==> config.mk <==
export PLATFORM = sky130hd
export DESIGN_NAME = button_debounce
export DESIGN_NICKNAME = d
export VERILOG_FILES = /design/src/rtl/button_debounce_pkg.sv /design/src/rtl/button_debounce_sync_2ff.sv /design/src/rtl/button_debounce.sv
export SDC_FILE = /design/constraint.sdc
export NUM_CORES = 1
export LEC_CHECK = 0
export CAP_MARGIN = 20
export CORE_UTILIZATION = 30
export CTS_CLUSTER_DIAMETER = 40
export CTS_CLUSTER_SIZE = 20
export DETAILED_ROUTE_END_ITERATION = 8
export GPL_ROUTABILITY_DRIVEN = 0
export PLACE_DENSITY = 0.52
export SYNTH_ARGS = -nofsm -noshare
export SYNTH_HDL_FRONTEND = slang
export SYNTH_SLANG_ARGS = --single-unit
==> constraint.sdc <==
create_clock -name clk_i -period 2.4 [get_ports clk_i]
set_input_delay 0.24 -clock clk_i [delete_from_list [all_inputs] [get_ports clk_i]]
set_output_delay 0.24 -clock clk_i [all_outputs]
set_load 0.005 [all_outputs]
==> src/rtl/button_debounce_pkg.sv <==
// Board-level timing constants shared by the button conditioner and other board I/O blocks.
// Default debounce and long-press windows are derived from the board clock.
package button_debounce_pkg;

    localparam int CLK_HZ = 27_000_000;

    function automatic int ms_to_cycles(input int ms);
        return (CLK_HZ / 1000) * ms;
    endfunction

    localparam int DEFAULT_DEBOUNCE_CYCLES   = ms_to_cycles(10);
    localparam int DEFAULT_LONG_PRESS_CYCLES = ms_to_cycles(1000);

endpackage

==> src/rtl/button_debounce_sync_2ff.sv <==
// Two-flop synchroniser for a single asynchronous board input.
// RESET_VAL should be the input's idle level so reset release produces no false edge.
module sync_2ff
    import button_debounce_pkg::*;
#(
    parameter logic RESET_VAL = 1'b0
) (
    input  logic clk,
    input  logic rst_n,
    input  logic d,
    output logic q
);

    logic meta;

    always_ff @(posedge clk or negedge rst_n) begin
        if (!rst_n) begin
            meta <= RESET_VAL;
            q    <= RESET_VAL;
        end else begin
            meta <= d;
            q    <= meta;
        end
    end

endmodule

==> src/rtl/button_debounce.sv <==
// Push-button conditioner: synchronise, debounce, and derive press/release/long-press
// strobes plus a wrapping press counter from one raw board key.
module button_debounce
    import button_debounce_pkg::*;
#(
    parameter int DEBOUNCE_CYCLES   = DEFAULT_DEBOUNCE_CYCLES,
    parameter int LONG_PRESS_CYCLES = DEFAULT_LONG_PRESS_CYCLES,
    parameter bit ACTIVE_LOW        = 1'b1
) (
    input  logic       clk_i,
    input  logic       reset_n_i,
    input  logic       btn_i,
    output logic       btn_level_o,
    output logic       press_o,
    output logic       release_o,
    output logic       long_press_o,
    output logic [7:0] press_count_o
);

    localparam int DB_W   = $clog2(DEBOUNCE_CYCLES);
    localparam int HOLD_W = $clog2(LONG_PRESS_CYCLES);
    localparam logic [DB_W-1:0]   DB_MAX   = DB_W'(DEBOUNCE_CYCLES - 1);
    localparam logic [HOLD_W-1:0] HOLD_MAX = HOLD_W'(LONG_PRESS_CYCLES - 1);
    localparam logic SYNC_IDLE = ACTIVE_LOW ? 1'b1 : 1'b0;

    typedef enum logic [1:0] {
        S_RELEASED = 2'd0,
        S_PRESSED  = 2'd1,
        S_LONG     = 2'd2
    } state_t;

    logic              btn_sync;
    logic              sync_q;
    logic              differs;
    logic              accept;
    logic              accept_press;
    logic              accept_release;
    logic [DB_W-1:0]   db_cnt;
    logic [HOLD_W-1:0] hold_timer;
    logic              long_fire;
    state_t            state;
    state_t            state_next;

    sync_2ff #(
        .RESET_VAL(SYNC_IDLE)
    ) u_sync (
        .clk  (clk_i),
        .rst_n(reset_n_i),
        .d    (btn_i),
        .q    (btn_sync)
    );

    // Normalise polarity so that 1 always means pressed from here on.
    assign sync_q         = ACTIVE_LOW ? ~btn_sync : btn_sync;
    assign differs        = (sync_q != btn_level_o);
    assign accept         = differs && (db_cnt == DB_MAX);
    assign accept_press   = accept && !btn_level_o;
    assign accept_release = accept && btn_level_o;

    always_ff @(posedge clk_i or negedge reset_n_i) begin
        if (!reset_n_i) begin
            db_cnt      <= '0;
            btn_level_o <= 1'b0;
            press_o     <= 1'b0;
            release_o   <= 1'b0;
        end else begin
            press_o   <= accept_press;
            release_o <= accept_release;
            if (!differs || accept) begin
                db_cnt <= '0;
            end else begin
                db_cnt <= db_cnt + DB_W'(1);
            end
            if (accept) begin
                btn_level_o <= ~btn_level_o;
            end
        end
    end

    always_ff @(posedge clk_i or negedge reset_n_i) begin
        if (!reset_n_i) begin
            state <= S_RELEASED;
        end else begin
            state <= state_next;
        end
    end

    always_comb begin
        state_next = state;
        case (state)
            S_RELEASED: if (accept_press) state_next = S_PRESSED;
            S_PRESSED: begin
                if (accept_release) begin
                    state_next = S_RELEASED;
                end else if (hold_timer == HOLD_MAX) begin
                    state_next = S_LONG;
                end
            end
            S_LONG:     if (accept_release) state_next = S_RELEASED;
            default:    state_next = S_RELEASED;
        endcase
    end

    // A release on the same edge as timer expiry wins, keeping strobes exclusive.
    always_comb begin
        long_fire = 1'b0;
        if (state == S_PRESSED && hold_timer == HOLD_MAX && !accept_release) begin
            long_fire = 1'b1;
        end
    end

    always_ff @(posedge clk_i or negedge reset_n_i) begin
        if (!reset_n_i) begin
            hold_timer <= '0;
        end else if (state_next != state) begin
            hold_timer <= '0;
        end else if (state == S_PRESSED) begin
            hold_timer <= hold_timer + HOLD_W'(1);
        end
    end

    always_ff @(posedge clk_i or negedge reset_n_i) begin
        if (!reset_n_i) begin
            long_press_o  <= 1'b0;
            press_count_o <= 8'd0;
        end else begin
            long_press_o <= long_fire;
            if (press_o) begin
                press_count_o <= press_count_o + 8'd1;
            end
        end
    end

endmodule

# Yosys cells after proc, flatten, opt, wreduce, memory -nomap -nowiden
# Cells that the tools add are included.
[word_totals]
reg_bits = 60
latch_bits = 0
ramBits = 0
romBits = 0
input_bits = 3
out_inout_bits = 12
wordCells = 41
memories = 0
[classes]
n_addsub = 3
multipliers = 0
div = 0
magnitude_cmp = 0
eq_ne = 6
n_shift = 0
muxes = 9
bitwise_logic = 2
reduce_logical = 11
[op_table]
columns = ["operator", "n"]
rows = [
  ["25-bit 2-to-1 mux", 2],
  ["25-bit by 1-bit adder with 25-bit output (second input constant)", 1],
  ["25-bit == test (second input constant)", 1],
  ["19-bit by 1-bit adder with 19-bit output (second input constant)", 1],
  ["19-bit == test (second input constant)", 1],
  ["19-bit 2-to-1 mux", 1],
  ["8-bit by 1-bit adder with 8-bit output (second input constant)", 1],
  ["2-bit 2-to-1 mux", 4],
  ["2-bit case mux with 3 select lines", 1],
  ["1-bit logical AND", 5],
  ["1-bit logical NOT", 3],
  ["2-bit by 1-bit == test with 1-bit output (second input constant)", 1],
  ["2-bit == test (second input constant)", 1],
  ["2-bit logical NOT", 1],
  ["2-bit != test", 1],
  ["1-bit inverter", 2],
  ["2-bit nonzero test", 1],
  ["1-bit logical OR", 1],
  ["1-bit 2-to-1 mux", 1],
  ["1-bit != test", 1],
]

# Longest topological paths before layout
[logic_depth]
ltp_word = 8
depth_mapped = 7
depth_no_buf = 6

# By module
# A second synthesis with hierarchy kept.
[hier_totals]
cells_unflattened = 282
area_unflattened_um2 = 2934.1
[by_module_without_submodules]
columns = ["mod", "n_inst", "cells_each", "area_per_inst_um2", "seq_area_each_um2"]
rows = [
  ["button_debounce", 1, 280, 2881.5, 1451.4],
  ["sync_2ff", 1, 2, 52.6, 52.6],
]

# Worst setup path before layout
# OpenSTA, ideal clock, no wires.
[synth_timing]
kind = "flip-flop to flip-flop"
startpoint = "reg db_cnt[0]"
endpoint = "reg hold_timer[23]"
setup_ns = 0.119
arrival_ns = 1.649
t_required_ns = 2.281
path_slack_ns = 0.633
stages_incl_launch_ff = 8
n_path_buf = 1
period_less_slack_ns = 1.767
cell_sequence = "dfrtp_1 ha_1 and3_4 nand3_2 a2111oi_4 o21bai_4 buf_6 nor2_1"
[synth_via]
elab_chain_len = 7
word_cells_on_any_way = 11
cone_classes = "eq/ne: 2; mux: 5; reduce/logical: 4"
[synth_rtl]
columns = ["item", "line", "source"]
rows = [
  ["start: declaration", "button_debounce.sv:38", "logic [DB_W-1:0] db_cnt;"],
  ["start signal: assignment", "button_debounce.sv:72", "db_cnt <= db_cnt + DB_W'(1);"],
  ["19-bit == test (*)", "button_debounce.sv:56", "assign accept = differs && (db_cnt == DB_MAX);"],
  ["1-bit logical AND (*)", "button_debounce.sv:56", ""],
  ["1-bit logical AND, on equally long branches", "button_debounce.sv:58, button_debounce.sv:57", ""],
  ["2-bit 2-to-1 mux, on equally long branches", "button_debounce.sv:99, button_debounce.sv:91, button_debounce.sv:93", ""],
  ["2-bit case mux with 3 select lines (*)", "button_debounce.sv:90", "case (state)"],
  ["2-bit != test (*)", "button_debounce.sv:115", "end else if (state_next != state) begin"],
  ["25-bit 2-to-1 mux or 2-bit nonzero test (tied branches)", "n/a", ""],
  ["end signal: assignment", "button_debounce.sv:118", "hold_timer <= hold_timer + HOLD_W'(1);"],
  ["end: declaration", "button_debounce.sv:39", "logic [HOLD_W-1:0] hold_timer;"],
]
# Mark *: on every way between the ends. The rest lies on a longest branch, timed or not.
# A chain may end at the register's enable or synchronous reset.

# Final worst setup path
[layout_timing]
startpoint = "reg hold_timer[0]"
endpoint = "reg hold_timer[18]"
[layout_via]
elab_chain_len = 6
word_cells_on_any_way = 9
cone_classes = "add/sub: 1; eq/ne: 2; mux: 5; reduce/logical: 1"
[layout_rtl]
columns = ["item"]
rows = [
  ["parallel branches: the longest is 6 deep, another holds 25-bit by 1-bit adder with 25-bit output"],
]
# Parallel ways; which one is timed is not known. The select of a mux whose other input is x is not followed.

==> results.json <==
{
  "outcome": "finished, final reports clean",
  "drive_above_1_share_pct": 11.0,
  "synth_top_area_share_pct": 48.0,
  "cap_violations": 0,
  "die_y_um": 102,
  "cts_buffers": 9,
  "drv_slew": 0,
  "slew_headroom_pct": 61.8,
  "area.growth.synth_to_final_pct": 15.8,
  "drt_drc_violations_left": 0,
  "grtUsageTotal_pct": 12.8,
  "overflow": 0,
  "initial_core_util_pct": 31.0,
  "setup_viol": 0,
  "critPathLaunchType": "flop",
  "core_area_um2": 9770,
  "fin_nets": 328,
  "htreeDepth": 3,
  "portBuffers": 14,
  "worst_slew_pin_slew_ns": 0.568,
  "cts_buffer_depth": 2,
  "first_global_vias": 2139,
  "synth_area_um2": 3030,
  "cts.sinks": 60,
  "async_reset_ff_share_pct": 100,
  "arrival_ns": 2.33,
  "path_clk_slew_ns": 0.06,
  "grt_antenna_before_repair": 0,
  "grt_pass1_wl_um": 10400,
  "p_leak_nw": 1.47,
  "synth-warning-count": 0,
  "end_kind": "flop",
  "final.setup.tns_ns": 0,
  "dp.final_hpwl_um": 4210,
  "routed-via-count": 2193,
  "clk_latency_ns": 0.33,
  "viasPerCell": 4.77,
  "fmax_ghz": 0.469,
  "finClkSkew_ns": 0.0119,
  "rsz0062_at_grt": "no",
  "avgSynthCellArea_um2": 10.2,
  "rows": 36,
  "synth_commonest_cells": "60 x nor2_1, 58 x dfrtp_1, 27 x xor2_1",
  "synth.most_common_cell": "nor2_1",
  "crit_required_ns": 2.59,
  "synth-seq-cells": 60,
  "r2r_setup_slack_ns": 0.27,
  "hold_class": "in2reg",
  "synth_edf_count": 0,
  "finalCritPeriodShare_pct": 88.9,
  "hold_violations": 0,
  "peakVddDrop_uv": 280,
  "clk_root_buffer_cell": "clkbuf_8",
  "n_antenna_cell": 0,
  "power_per_cell_area_nw_per_um2": 525,
  "drtAntennaViolNets": 0,
  "yosysUniqueCellTypes": 40,
  "wl_per_cell_um": 12.9,
  "floorplan.die_area_um2": 10500,
  "worst-setup-path-type": "reg2reg",
  "layout_min_cycle_time_ns": 2.13,
  "fp.dieW_um": 102,
  "first_iter_violations": 83,
  "first_pass_iters": 4,
  "ctsResizeCount": 0,
  "p_total_mw": 1.84,
  "io_pins": 15,
  "cts_tree": "done",
  "grt_max_degree": 36,
  "synth_cells": 298,
  "crit_path_max_fanout": 21,
  "synth_flop_cell": "dfrtp_1",
  "synth_top_cell_by_area": "dfrtp_1",
  "wl_um": 5950,
  "synthTopCellsByArea": "dfrtp_1 48%, xor2_1 7.8%, nor2_1 7.4%",
  "syn_nets": 304,
  "ys_seq_area_share_pct": 49.7
}
==> power by group <==
group	switching, mW	internal [mW]
clock	0.378	0.395
sequential	0.00579	1.02
combinational	0.0294	0.0124
total	0.413	1.43
==> state kept, by name, indices dropped and copies added (netlist names) <==
register	cells
press_count_o	8
state	2
u_sync.q	1
press_o	1
btn_level_o	1
u_sync.meta	1
release_o	1
hold_timer	25
long_press_o	1
db_cnt	19
==> worst paths after layout <==
path,from,end,cells past startpoint
max reg2reg,hold_timer[0]$_DFFE_PN0P_,hold_timer[18]$_DFFE_PN0P_,6
max in group asynchronous,reset_n_i,u_sync.meta$_DFF_PN1_,3
min,btn_i,u_sync.meta$_DFF_PN1_,1
min reg2reg,u_sync.meta$_DFF_PN1_,u_sync.q$_DFF_PN1_,0
max,hold_timer[0]$_DFFE_PN0P_,hold_timer[18]$_DFFE_PN0P_,6
min in group asynchronous,reset_n_i,hold_timer[11]$_DFFE_PN0P_,2
==> worst max-delay path: stages (launching register included) <==
cell	delay (ns)
dfrtp_1	0.40
ha_1	0.22
nand3_2	0.15
nor4b_2	0.37
a41oi_2	0.27
o21bai_4	0.48
nor2_1	0.10
==> area by class of cell <==
class	count	area, µm²
tap	133	166
clock inverter	5	27.5
fill	1012	6270
timing repair buffer	18	180
inverter	5	18.8
multi-input combinational	228	1460
clock buffer	11	141
sequential	60	1500
==> kinds of logic (layout without fill, tap and decap cells) <==
group                      after synthesis  in the layout  share of synthesized area, %
xor gates and xnor gates                46             46                          13.3
DFF                                     60             60                          49.7
and+or+nand+nor                        164            164                          29.1
muxes                                    1              1                         0.372
buffers and inverters                   10             39                          1.90
AOI/OAI and AO/OA                       14             14                          4.38
adders and majority gates                3              3                          1.24
==> per-layer routing <==
layer | vias to the layer above | global-route usage [%] | share of wire [%]
met1 | 1056 | 16.6 | 48
met2 | 41 | 20.1 | 47
li1 | 1086 | - | -
met5 | - | 0 | 0
met3 | 10 | 3.28 | 3.0
met4 | 0 | 5.60 | 1.7
==> metrics by stage <==
step	hold slack [ns]	instances	util, %	worst slack [ns]	cell area (µm²)
2_1_floorplan	-0.0556	298	-	0.633	3030
3_3_place_gp	0.273	443	34.0	0.363	3320
3_5_place_dp	0.277	443	34.0	0.268	3320
4_1_cts	0.298	460	35.8	0.265	3500
5_1_grt	0.304	460	35.8	0.0899	3500
6_report	0.313	460	35.8	0.266	3500
==> placed cells by master, fill, tap and decap left out, types with 3 or more instances in the layout <==
| cell | instances |
|---|---|
| nand4_1 | 18 |
| a21oi_1 | 3 |
| inv_1 | 5 |
| nand2b_1 | 3 |
| and3_1 | 7 |
| dfrtp_1 | 58 |
| xor2_1 | 27 |
| clkinv_2 | 4 |
| nor2_1 | 60 |
| nand2_1 | 24 |
| nor4b_2 | 3 |
| nor4_1 | 6 |
| clkdlybuf4s50_1 | 13 |
| xnor2_1 | 19 |
| and4_1 | 4 |
| ha_1 | 3 |
| nand3_1 | 18 |
| nor3_1 | 6 |
| clkbuf_8 | 10 |
| o21ai_0 | 3 |
==> timing repair <==
item | CTS | global route
hold buffers | 1 | 0
endpoints found under the hold margin | 25 | 0
setup buffers | 0 | 0
Power figures use the tool's default switching activity.
